==> config.mk <==
export PLATFORM = sky130hd
export DESIGN_NAME = uart_tx_arbiter
export DESIGN_NICKNAME = d
export VERILOG_FILES = /design/src/rtl/uart_tx_arbiter.sv
export SDC_FILE = /design/constraint.sdc
export NUM_CORES = 1
export LEC_CHECK = 0
export BUFFER_PORTS_ARGS = -buffer_cell sky130_fd_sc_hd__buf_2
export CAP_MARGIN = 20
export CORE_MARGIN = 4
export CORE_UTILIZATION = 46
export CTS_CLUSTER_DIAMETER = 200
export DETAILED_ROUTE_END_ITERATION = 8
export PLACE_DENSITY = 0.79
export REMOVE_ABC_BUFFERS = 1
export SYNTH_ARGS = -nofsm -noshare
export SYNTH_HDL_FRONTEND = slang
export SYNTH_SLANG_ARGS = --single-unit
==> constraint.sdc <==
create_clock -name clk_50m -period 2.1 [get_ports clk_50m]
set_clock_uncertainty 0.1 [all_clocks]
set_input_delay 0.525 -clock clk_50m [delete_from_list [all_inputs] [get_ports clk_50m]]
set_output_delay 0.525 -clock clk_50m [all_outputs]
set_load 0.005 [all_outputs]
==> src/rtl/uart_tx_arbiter.sv <==
// ----------------------------------------------------------------------------
// uart_tx_arbiter
//
// Purpose:
//   Shares a single byte-wide UART transmitter between four requesters.
//   A round-robin search picks one pending byte, registers it onto uart_din,
//   and pulses uart_wr_en together with the winner's req_ready bit for one
//   cycle. The FSM then follows the transmitter's busy flag through a full
//   high/low handshake before it arbitrates again. No time-out is applied
//   while waiting on the transmitter.
//
// Optional feature (macro UART_ARB_LOCK_EN):
//   When defined, a granted byte whose req_last bit is 0 locks the arbiter
//   to that requester until its req_last=1 byte is granted. When undefined,
//   req_last is ignored and no lock state is built.
//
// Ports:
//   clk_50m       in   1   system clock, rising edge
//   rst           in   1   asynchronous, active-high reset
//   req_valid     in   4   requester i has a byte pending
//   req_data      in  32   byte of requester i on bits [8i+7:8i]
//   req_last      in   4   byte of requester i ends its packet (lock mode)
//   req_ready     out  4   one-cycle pulse, byte of requester i accepted
//   uart_din      out  8   byte to the transmitter
//   uart_wr_en    out  1   one-cycle write strobe to the transmitter
//   uart_tx_busy  in   1   transmitter busy flag
//   grant         out  2   index of the most recently granted requester
//   busy          out  1   high whenever the FSM is not in IDLE
//
// States:
//   IDLE    | waiting for an eligible request with the transmitter idle
//   ISSUE   | uart_wr_en and req_ready[grant] asserted for this one cycle
//   WAIT_HI | waiting for the transmitter to report busy
//   WAIT_LO | waiting for the transmitter to finish (busy low again)
// ----------------------------------------------------------------------------
module uart_tx_arbiter (
    input  logic        clk_50m,
    input  logic        rst,
    input  logic [3:0]  req_valid,
    input  logic [31:0] req_data,
    input  logic [3:0]  req_last,
    output logic [3:0]  req_ready,
    output logic [7:0]  uart_din,
    output logic        uart_wr_en,
    input  logic        uart_tx_busy,
    output logic [1:0]  grant,
    output logic        busy
);

    typedef enum logic [1:0] {
        S_IDLE    = 2'd0,
        S_ISSUE   = 2'd1,
        S_WAIT_HI = 2'd2,
        S_WAIT_LO = 2'd3
    } state_t;

    state_t     r_state;
    logic [1:0] r_ptr;

    logic [3:0] w_eligible;
    logic       w_found;
    logic [1:0] w_sel;
    logic [7:0] w_sel_byte;

`ifdef UART_ARB_LOCK_EN
    logic       r_lock;
    logic [1:0] r_lock_idx;

    // While locked, mask every requester except the lock owner so an idle
    // owner stalls the arbiter instead of letting someone else in.
    always_comb begin
        w_eligible = req_valid;
        if (r_lock) begin
            w_eligible = req_valid & (4'b0001 << r_lock_idx);
        end
    end
`else
    // req_last has no function without the lock feature.
    logic w_unused_last;
    assign w_unused_last = ^req_last;

    always_comb begin
        w_eligible = req_valid;
    end
`endif

    // Round-robin search: start one past the last winner, wrap around, and
    // consider the last winner itself only as the final candidate.
    always_comb begin
        logic [1:0] idx;
        w_found = 1'b0;
        w_sel   = r_ptr;
        idx     = r_ptr;
        for (int k = 1; k <= 4; k++) begin
            idx = r_ptr + k[1:0];
            if (!w_found && w_eligible[idx]) begin
                w_found = 1'b1;
                w_sel   = idx;
            end
        end
    end

    assign w_sel_byte = req_data[{w_sel, 3'b000} +: 8];

    always_ff @(posedge clk_50m or posedge rst) begin
        if (rst) begin
            r_state    <= S_IDLE;
            r_ptr      <= 2'd3;
            uart_din   <= 8'h00;
            uart_wr_en <= 1'b0;
            req_ready  <= 4'b0000;
            grant      <= 2'd0;
            busy       <= 1'b0;
`ifdef UART_ARB_LOCK_EN
            r_lock     <= 1'b0;
            r_lock_idx <= 2'd0;
`endif
        end else begin
            // Strobes are single-cycle: only the IDLE grant path raises them.
            uart_wr_en <= 1'b0;
            req_ready  <= 4'b0000;

            case (r_state)
                S_IDLE: begin
                    if (w_found && !uart_tx_busy) begin
                        uart_din   <= w_sel_byte;
                        grant      <= w_sel;
                        r_ptr      <= w_sel;
                        uart_wr_en <= 1'b1;
                        req_ready  <= 4'b0001 << w_sel;
                        busy       <= 1'b1;
                        r_state    <= S_ISSUE;
`ifdef UART_ARB_LOCK_EN
                        // Same expression both takes and releases the lock:
                        // the owner's last byte clears it.
                        r_lock     <= ~req_last[w_sel];
                        r_lock_idx <= w_sel;
`endif
                    end
                end

                // The transfer is committed once here; req_valid is not
                // looked at again.
                S_ISSUE: begin
                    r_state <= S_WAIT_HI;
                end

                S_WAIT_HI: begin
                    if (uart_tx_busy) begin
                        r_state <= S_WAIT_LO;
                    end
                end

                S_WAIT_LO: begin
                    if (!uart_tx_busy) begin
                        r_state <= S_IDLE;
                        busy    <= 1'b0;
                    end
                end

                default: begin
                    r_state <= S_IDLE;
                    busy    <= 1'b0;
                end
            endcase
        end
    end

endmodule

==> impl_metrics.toml, run 1 <==
[timing]
grt_setup_unrepaired = "false"
finalMaxSlewViolations = 0
worst_pin_slew_ns = 0.494
worst_slack_ns = 0.182
period_minus_slack_ns = 1.92
max_freq_mhz = 521
finalSetupViolCount = 0
final_hold_viol_count = 0
maxSlewHeadroom_pct = 67.1
period_share_pct = 91.3

[global_route]
grt_pass1_wl_mm = 4.84
grt_overflow = 0
grt_pass1_vias = 1121
grt_util_all_layers_pct = 17.3
antenna_found_initial = 0
grt_max_degree = 13

[setup_path]
critPathCaptureType = "flip-flop"
start_kind = "flip-flop"
worstSetupStartpoint = "r_state[0]$_DFFE_PP0P_"
crit_fanout = 10
cp.required_ns = 2.18
path_class = "reg2reg"
arrival_ns = 2.00
r2r-start = "r_state[0]$_DFFE_PP0P_"

[clock_network]
cts.path.max_buffers = 2
tritoncts = "built"
htreeDepth = 1
cts_made_buffers = 3
insertion_delay_ns = 0.29
cts_root_buf = "clkbuf_4"
clock_sinks = 20
path_clk_slew_ns = 0.11

[yosys]
synth_top_family_by_area = "compound AO/OA/AOI/OAI gates"
synthMuxAreaShare_pct = 0.884
syn_inst = 123
ys_seq_area_share_pct = 39.5
synth_xor_area_share_pct = 0
yosys.area_share.adder_pct = 3.93
yosysTopAreaCell = "dfrtp_1"
syn-cell-area_mm2 = 0.00127
synth_area_leaders = "dfrtp_1, a211oi_2, a221oi_2, a21oi_2, nor2_1"
yosys.area_share.simple_pct = 20.9
postSynthAreaPerCell_um2 = 10.4
synth-compound-area-share_pct = 29.6
synth_top_area_share_pct = 35.4
ys_types = 33
yosys_warnings = 0
ys_ff_latch = 20

[routing]
wl_per_cell_um = 13.8
drc = 0
vias = 1130
finalWirelength_mm = 2.95
viasPerCell = 5.28
drtAntennaViolNets = 0
drtIter0Drc = 21
drtPass1Iterations = 2

[power_and_ir_drop]
pwr_density_cell_mw_per_mm2 = 1190
irDropWorstVdd_mv = 0.893
p_leak_nw = 0.785

[placement]
hpwlAfterDp_mm = 2.38
place.port_buffers = 54
place_ws_ns = -0.0931
globalplace.congestion = 0.807
placed_cell_area_mm2 = 0.00159
dp_cells = 208

[finish]
nets = 232
drive_above_1_share_pct = 53.3
areaGrowthSynthToFinish_pct = 29.5
antenna_cells = 0
finish.instance_area_mm2 = 0.00165
fin_cells = 214

[floorplanning]
fp.dieW_um = 60.6
initial_core_util_pct = 49.6
core_area_mm2 = 0.00257
dieArea_mm2 = 0.00367
die_height_um = 60.6
rows = 18
ioPinCount = 59

[run]
max-cap-violations = 0

[status]
outcome = "complete, no violations"

[worst_hold_path]
hp-class = "in2async"
==> final timing paths <==
check / slack [ns] / end / cells after the start
max: 0.18 / uart_din[7]$_DFFE_PP0P_ / 7
min: 0.10 / busy$_DFFE_PP0P_ / 2
max reg2reg: 0.18 / uart_din[7]$_DFFE_PP0P_ / 7
min reg2reg: 0.43 / r_ptr[0]$_DFFE_PP1P_ / 2
max in group asynchronous: 1.23 / r_ptr[0]$_DFFE_PP1P_ / 3
min in group clk_50m: 0.37 / uart_din[2]$_DFFE_PP0P_ / 3
==> synth_stat cells <==
cell	count
buf_2	2
a221oi_2	6
a22o_1	1
buf_4	3
o211ai_1	1
a221oi_1	2
nor2b_2	1
a21oi_2	8
nor3b_4	1
inv_1	5
nand2b_1	3
a21bo_4	1
a211oi_2	8
nor3_1	1
dfrtp_1	18
and3_1	1
a22oi_1	1
o21ai_2	1
clkinv_1	1
mux2_1	1
nor4_4	1
and2_1	9
nor2_1	18
a21oi_1	4
a21o_1	1
nand3_2	2
buf_6	1
nand2_1	10
nor2b_1	1
o21ai_1	3
ha_1	4
o31ai_1	1
dfstp_2	2
==> repair_timing <==
action                                  4_1_cts  5_1_grt
endpoints found under the setup margin        8        0
gates resized for setup                       1        0
setup buffers                                 2        0
hold buffers                                  0        0
==> metrics by stage <==
step	hold slack, ns	utilization [%]	TNS, ns	power, mW
6_report	0.105	64.2	0	1.96
5_1_grt	0.135	64.2	0	2.13
4_1_cts	0.119	64.2	0	1.98
3_5_place_dp	0.413	61.9	-0.224	1.74
3_3_place_gp	0.405	61.9	-0.105	1.69
2_1_floorplan	0.387	-	0	1.33
==> cells in the final DEF (no fill, tap or decap), drive strengths merged <==
cell type  Yosys  routed
dfrtp         18      18
a221oi         8       8
nor4           1       1
a22o           1       1
a211oi         8       8
o21ai          4       4
a21o           1       1
buf            6      63
nor3b          1       1
and3           1       1
nand2b         3       3
mux2           1       1
a21oi         12      12
clkbuf         0       4
nand2         10      10
nor3           1       1
and2           9       9
o211ai         1       1
nand3          2       2
inv            5       5
ha             4       4
nor2b          2       2
o31ai          1       1
nor2          18      18
clkinv         1       1
dfstp          2       2
a21bo          1       1
a22oi          1       1
==> critical path, cell delays in order (launching register included) <==
cell and delay [ns]:
dfrtp_1 0.40, inv_1 0.13, ha_1 0.24, nor3b_4 0.28, buf_4 0.16, a21bo_4 0.28, a21oi_2 0.14, a211oi_2 0.08
==> sequential cells by signal, summed over array words and instances, names as in the netlist <==
signal / flops
req_ready: 4
grant: 2
uart_din: 8
r_ptr: 2
busy: 1
uart_wr_en: 1
r_state: 2
==> cell type report <==
class | instances | area [um^2]
multi-input combinational | 91 | 712
inverter | 6 | 22.5
clock buffer | 4 | 36.3
sequential | 20 | 503
fill | 215 | 918
tap | 30 | 37.5
timing repair buffer | 63 | 338
==> where the power goes <==
group          internal, mW  leakage, nW  switching, mW  total (mW)
Clock                 0.106       0.0210          0.111       0.217
Sequential            0.564        0.237         0.0905       0.655
Combinational         0.480        0.527          0.606        1.09
==> per-layer routing <==
metal | GRT usage (%) | wire length, um
met4 | 3.41 | 17
met1 | 20.2 | 1210
met5 | 0 | 0
met3 | 5.11 | 206
met2 | 31.3 | 1520
==> logic make-up (layout without fill, tap and decap cells) <==
logic type	Yosys count	after routing
fa+ha+maj	4	4
simple gates	48	48
mux	1	1
buf+inv	12	73
compound gates	38	38
flops	20	20
Power figures use the tool's default switching activity.
==> run 2, diff against run 1 <==
--- a/config.mk
+++ b/config.mk
@@ -5,7 +5,7 @@
 export SDC_FILE = /design/constraint.sdc
 export NUM_CORES = 1
 export LEC_CHECK = 0
-export BUFFER_PORTS_ARGS = -buffer_cell sky130_fd_sc_hd__buf_2
+export BUFFER_PORTS_ARGS = -buffer_cell sky130_fd_sc_hd__buf_4
 export CAP_MARGIN = 20
 export CORE_MARGIN = 4
 export CORE_UTILIZATION = 46
==> run 2 against run 1 <==
- wire length grew 7.3%
- fmax grew 1.5%
- cell count shrank 0.93%
- core utilization grew 5.8 points
- via count shrank 0.97%
- first-iteration DRC count grew 19%
- die area is the same
- sequential cell count is the same
- highest routed layer unchanged
==> impl_metrics.toml, run 2 (same netlist as run 1, synthesis figures left out) <==
[status]
outcome = "complete, no violations"

[setup_path]
r2r-start = "r_state[0]$_DFFE_PP0P_"
crit_family = "simple AND/OR/NAND/NOR gates"
cp.required_ns = 2.20
start_kind = "flip-flop"
path_cells = "inv_1 -> ha_1 -> nor3b_4 -> nand3_4 -> a221oi_1 -> a211oi_2"
worstSetupStartpoint = "r_state[0]$_DFFE_PP0P_"
crit_fanout = 12
crit_path_top_delay_cell = "dfrtp_1"
arrival_ns = 1.99
path_class = "reg2reg"
cpPeakStageDelay_ns = 0.40
critPathCaptureType = "flip-flop"
crit_buf_inv = 1

[finish]
largest_register_ffs = 8
layout_commonest_cell = "buf_4"
regMostFlops = "uart_din"
drive_above_1_share_pct = 52.7
areaGrowthSynthToFinish_pct = 41.2
fillers = 210
final_cell_mix = "buf_4, nor2_1, dfrtp_1, nand2_1, and2_1"
fin_cells = 212
reg_top3 = "uart_din (8), req_ready (4)"
nets = 230
antenna_cells = 0

[routing]
vias = 1119
viasPerCell = 5.28
finalWirelength_mm = 3.17
drtAntennaViolNets = 0
wl_per_cell_um = 14.9
drc = 0
drtIter0Drc = 25
drtPass1Iterations = 4

[placement]
place_ws_ns = 0.0710
dp_cells = 208
place.port_buffers = 54
globalplace.congestion = 0.810
hpwlAfterDp_mm = 2.60

[timing]
max_freq_mhz = 530
maxSlewHeadroom_pct = 67.5
grt_setup_unrepaired = "false"
worst_slack_ns = 0.212
period_minus_slack_ns = 1.89
hold-worst-slack_ns = 0.0596
setup-tns-final_ns = 0
final_hold_viol_count = 0
worst_pin_slew_ns = 0.487
period_share_pct = 89.9
finalMaxSlewViolations = 0
finalSetupViolCount = 0

[clock_network]
htreeDepth = 1
cts.path.max_buffers = 2
cts-resized-gates = 0
tritoncts = "built"
clock_sinks = 20
insertion_delay_ns = 0.29
cts_made_buffers = 3
cts_root_buf = "clkbuf_4"
hold_buffers = 0
postCtsSetupRepairBufs = 0
path_clk_slew_ns = 0.13

[global_route]
grt_overflow = 0
antenna_found_initial = 0
grt_max_degree = 14
grt_pass1_vias = 1166
grt_util_all_layers_pct = 18.9
grt_pass1_wl_mm = 5.26

[floorplanning]
die_height_um = 60.6
initial_core_util_pct = 49.6
ioPinCount = 59
dieArea_mm2 = 0.00367
rows = 18
core_area_mm2 = 0.00257
fp.dieW_um = 60.6

[power_and_ir_drop]
irDropWorstVdd_mv = 0.968
pwr_density_cell_mw_per_mm2 = 1200
p_leak_nw = 0.830

[run]
max-cap-violations = 0

[worst_hold_path]
hp-class = "in2async"
run 2: cell type report:
| cell class | count | area [um^2] | share of cell area [%] |
|---|---|---|---|
| multi-input cells | 91 | 712 | 39.6 |
| flip-flops and latches | 20 | 503 | 28.0 |
| repair buffers | 61 | 470 | 26.2 |
| well taps | 30 | 37.5 | 2.09 |
| clock inverters | 1 | 30.0 | 1.67 |
| clock buffers | 3 | 22.5 | 1.25 |
| inverters | 6 | 22.5 | 1.25 |
run 2: metrics by stage:
step / utilization (%) / cell area, um^2 / total power, mW
after floorplan: - / 1230 / 1.33
after global placement: 67.7 / 1740 / 1.80
after detailed placement: 67.7 / 1740 / 1.85
after CTS: 69.7 / 1790 / 2.16
after global routing: 70.0 / 1800 / 2.33
final: 70.0 / 1800 / 2.15
run 2: metal layers:
metal  GRT usage (%)  part of all wire, %  vias to the layer above
met5               0                    0                        -
met4            2.79                 0.60                        0
met3            4.47                  6.8                        2
met2            33.9                   52                       33
met1            23.6                   40                      525
li1                -                    -                      559
run 2: final timing paths:
kind / endpoint / slack (ns) / depth (start not counted)
worst max-delay path: uart_din[5]$_DFFE_PP0P_ / 0.21 / 6
worst min-delay path: busy$_DFFE_PP0P_ / 0.06 / 2
worst max register to register: uart_din[5]$_DFFE_PP0P_ / 0.21 / 6
worst min register to register: r_ptr[1]$_DFFE_PP1P_ / 0.44 / 2
max in group asynchronous: uart_din[1]$_DFFE_PP0P_ / 1.33 / 3
min in group clk_50m: uart_din[5]$_DFFE_PP0P_ / 0.36 / 3
run 2: report_power, final:
group / switching (mW) / internal, mW / leakage (nW) / total (mW)
Clock: 0.124 / 0.193 / 0.0279 / 0.317
Combinational: 0.611 / 0.558 / 0.565 / 1.17
Sequential: 0.0980 / 0.564 / 0.237 / 0.662
Total: 0.833 / 1.32 / 0.830 / 2.15
==> run 3, diff against run 2 <==
--- a/config.mk
+++ b/config.mk
@@ -11,7 +11,7 @@
 export CORE_UTILIZATION = 46
 export CTS_CLUSTER_DIAMETER = 200
 export DETAILED_ROUTE_END_ITERATION = 8
-export PLACE_DENSITY = 0.79
+export PLACE_DENSITY = 0.88
 export REMOVE_ABC_BUFFERS = 1
 export SYNTH_ARGS = -nofsm -noshare
 export SYNTH_HDL_FRONTEND = slang
==> run 3 against run 2 <==
- non-clock buffer count unchanged
- clock power grew 2%
- first-iteration DRC count rose by 24%
- global-route usage increased by 0.17 points
- critical endpoint is now uart_din[6]$_DFFE_PP0P_
==> impl_metrics.toml, run 3 (same netlist as run 1, synthesis figures left out) <==
[status]
outcome = "complete, no violations"

[finish]
reg_top3 = "uart_din (8), req_ready (4)"
nets = 230
areaGrowthSynthToFinish_pct = 40.6
final_cell_mix = "buf_4, nor2_1, dfrtp_1, nand2_1, and2_1"
drive_above_1_share_pct = 52.7
fin_cells = 212
largest_register_ffs = 8
regMostFlops = "uart_din"
antenna_cells = 0
layout_commonest_cell = "buf_4"

[clock_network]
hold_buffers = 0
path_clk_slew_ns = 0.12
tritoncts = "built"
postCtsSetupRepairBufs = 0
htreeDepth = 1
cts_root_buf = "clkbuf_4"
cts-resized-gates = 0
cts_made_buffers = 3
cts.path.max_buffers = 2
insertion_delay_ns = 0.31
clock_sinks = 20

[routing]
drtPass1Iterations = 4
drc = 0
vias = 1143
drtIter0Drc = 31
finalWirelength_mm = 3.46
wl_per_cell_um = 16.3
viasPerCell = 5.39
drtAntennaViolNets = 0

[worst_hold_path]
hp-class = "in2async"

[timing]
worst_pin_slew_ns = 0.437
worst_slack_ns = 0.130
period_minus_slack_ns = 1.97
final_hold_viol_count = 0
finalMaxSlewViolations = 0
hold-worst-slack_ns = 0.132
finalSetupViolCount = 0
grt_setup_unrepaired = "false"
maxSlewHeadroom_pct = 70.8
setup-tns-final_ns = 0
period_share_pct = 93.8
max_freq_mhz = 508

[setup_path]
cp.required_ns = 2.19
path_class = "reg2reg"
critPathCaptureType = "flip-flop"
start_kind = "flip-flop"
arrival_ns = 2.06
crit_fanout = 10

[global_route]
grt_overflow = 0
grt_use_met1_pct = 19.7
antenna_found_initial = 0
gr-max-usage-layer = "met2"
grt_pass1_wl_mm = 5.30
grt_pass1_vias = 1237
grt_use_met2_pct = 37.7
grt_util_all_layers_pct = 19.1
grt_max_degree = 21
met3_usage_pct = 3.83

[floorplanning]
core_area_mm2 = 0.00257
ioPinCount = 59
rows = 18
die_height_um = 60.6
fp.dieW_um = 60.6
dieArea_mm2 = 0.00367
initial_core_util_pct = 49.6

[placement]
place.port_buffers = 54
globalplace.congestion = 0.812
hpwlAfterDp_mm = 2.78
dp_cells = 208
place_ws_ns = 0.0668

[power_and_ir_drop]
totalPowerFinal_mw = 2.16
irDropWorstVdd_mv = 0.854
pwr_density_cell_mw_per_mm2 = 1210
p_leak_nw = 0.829

[run]
max-cap-violations = 0
run 3: final timing paths:
kind                                         from                       to  slack, ns  depth (start not counted)
max reg2reg                r_state[0]$_DFFE_PP0P_  uart_din[6]$_DFFE_PP0P_       0.13                          6
min                                           rst     uart_wr_en$_DFF_PP0_       0.13                          3
max in group asynchronous                     rst     r_ptr[1]$_DFFE_PP1P_       1.50                          3
min reg2reg                  r_ptr[1]$_DFFE_PP1P_     r_ptr[1]$_DFFE_PP1P_       0.44                          2
min in group clk_50m                  req_data[7]  uart_din[7]$_DFFE_PP0P_       0.37                          3
max                        r_state[0]$_DFFE_PP0P_  uart_din[6]$_DFFE_PP0P_       0.13                          6
run 3: layer usage:
| metal | share of wire (%) | vias up | wire, um |
|---|---|---|---|
| met2 | 55 | 33 | 1910 |
| met1 | 38 | 548 | 1320 |
| met3 | 5.2 | 6 | 181 |
| met4 | 1.3 | 0 | 44 |
| li1 | - | 556 | - |
| met5 | 0 | - | 0 |
run 3: cell type report:
cell class | instances | area [um^2]
tap | 30 | 37.5
clock buffer | 3 | 22.5
inverter | 6 | 22.5
fill | 203 | 777
timing repair buffer | 61 | 470
sequential | 20 | 503
clock inverter | 1 | 30.0
multi-input combinational | 91 | 704
run 3: power breakdown:
part	total, mW	internal (mW)	leakage [nW]	switching (mW)
registers	0.662	0.564	0.237	0.0978
logic	1.18	0.561	0.564	0.617
clock network	0.322	0.193	0.0279	0.129
run 3: stage by stage:
step / util [%] / instance area, um^2
floorplan: - / 1230
global placement: 67.7 / 1740
detailed placement: 67.7 / 1740
CTS: 69.7 / 1790
global route: 69.7 / 1790
finish: 69.7 / 1790
run 3: critical path, cell delays in order (launching register included):
cell      delay, ns
dfrtp_1        0.40
inv_1          0.13
ha_1           0.23
nor3b_4        0.28
nand3_2        0.28
a221oi_1       0.35
a211oi_2       0.09
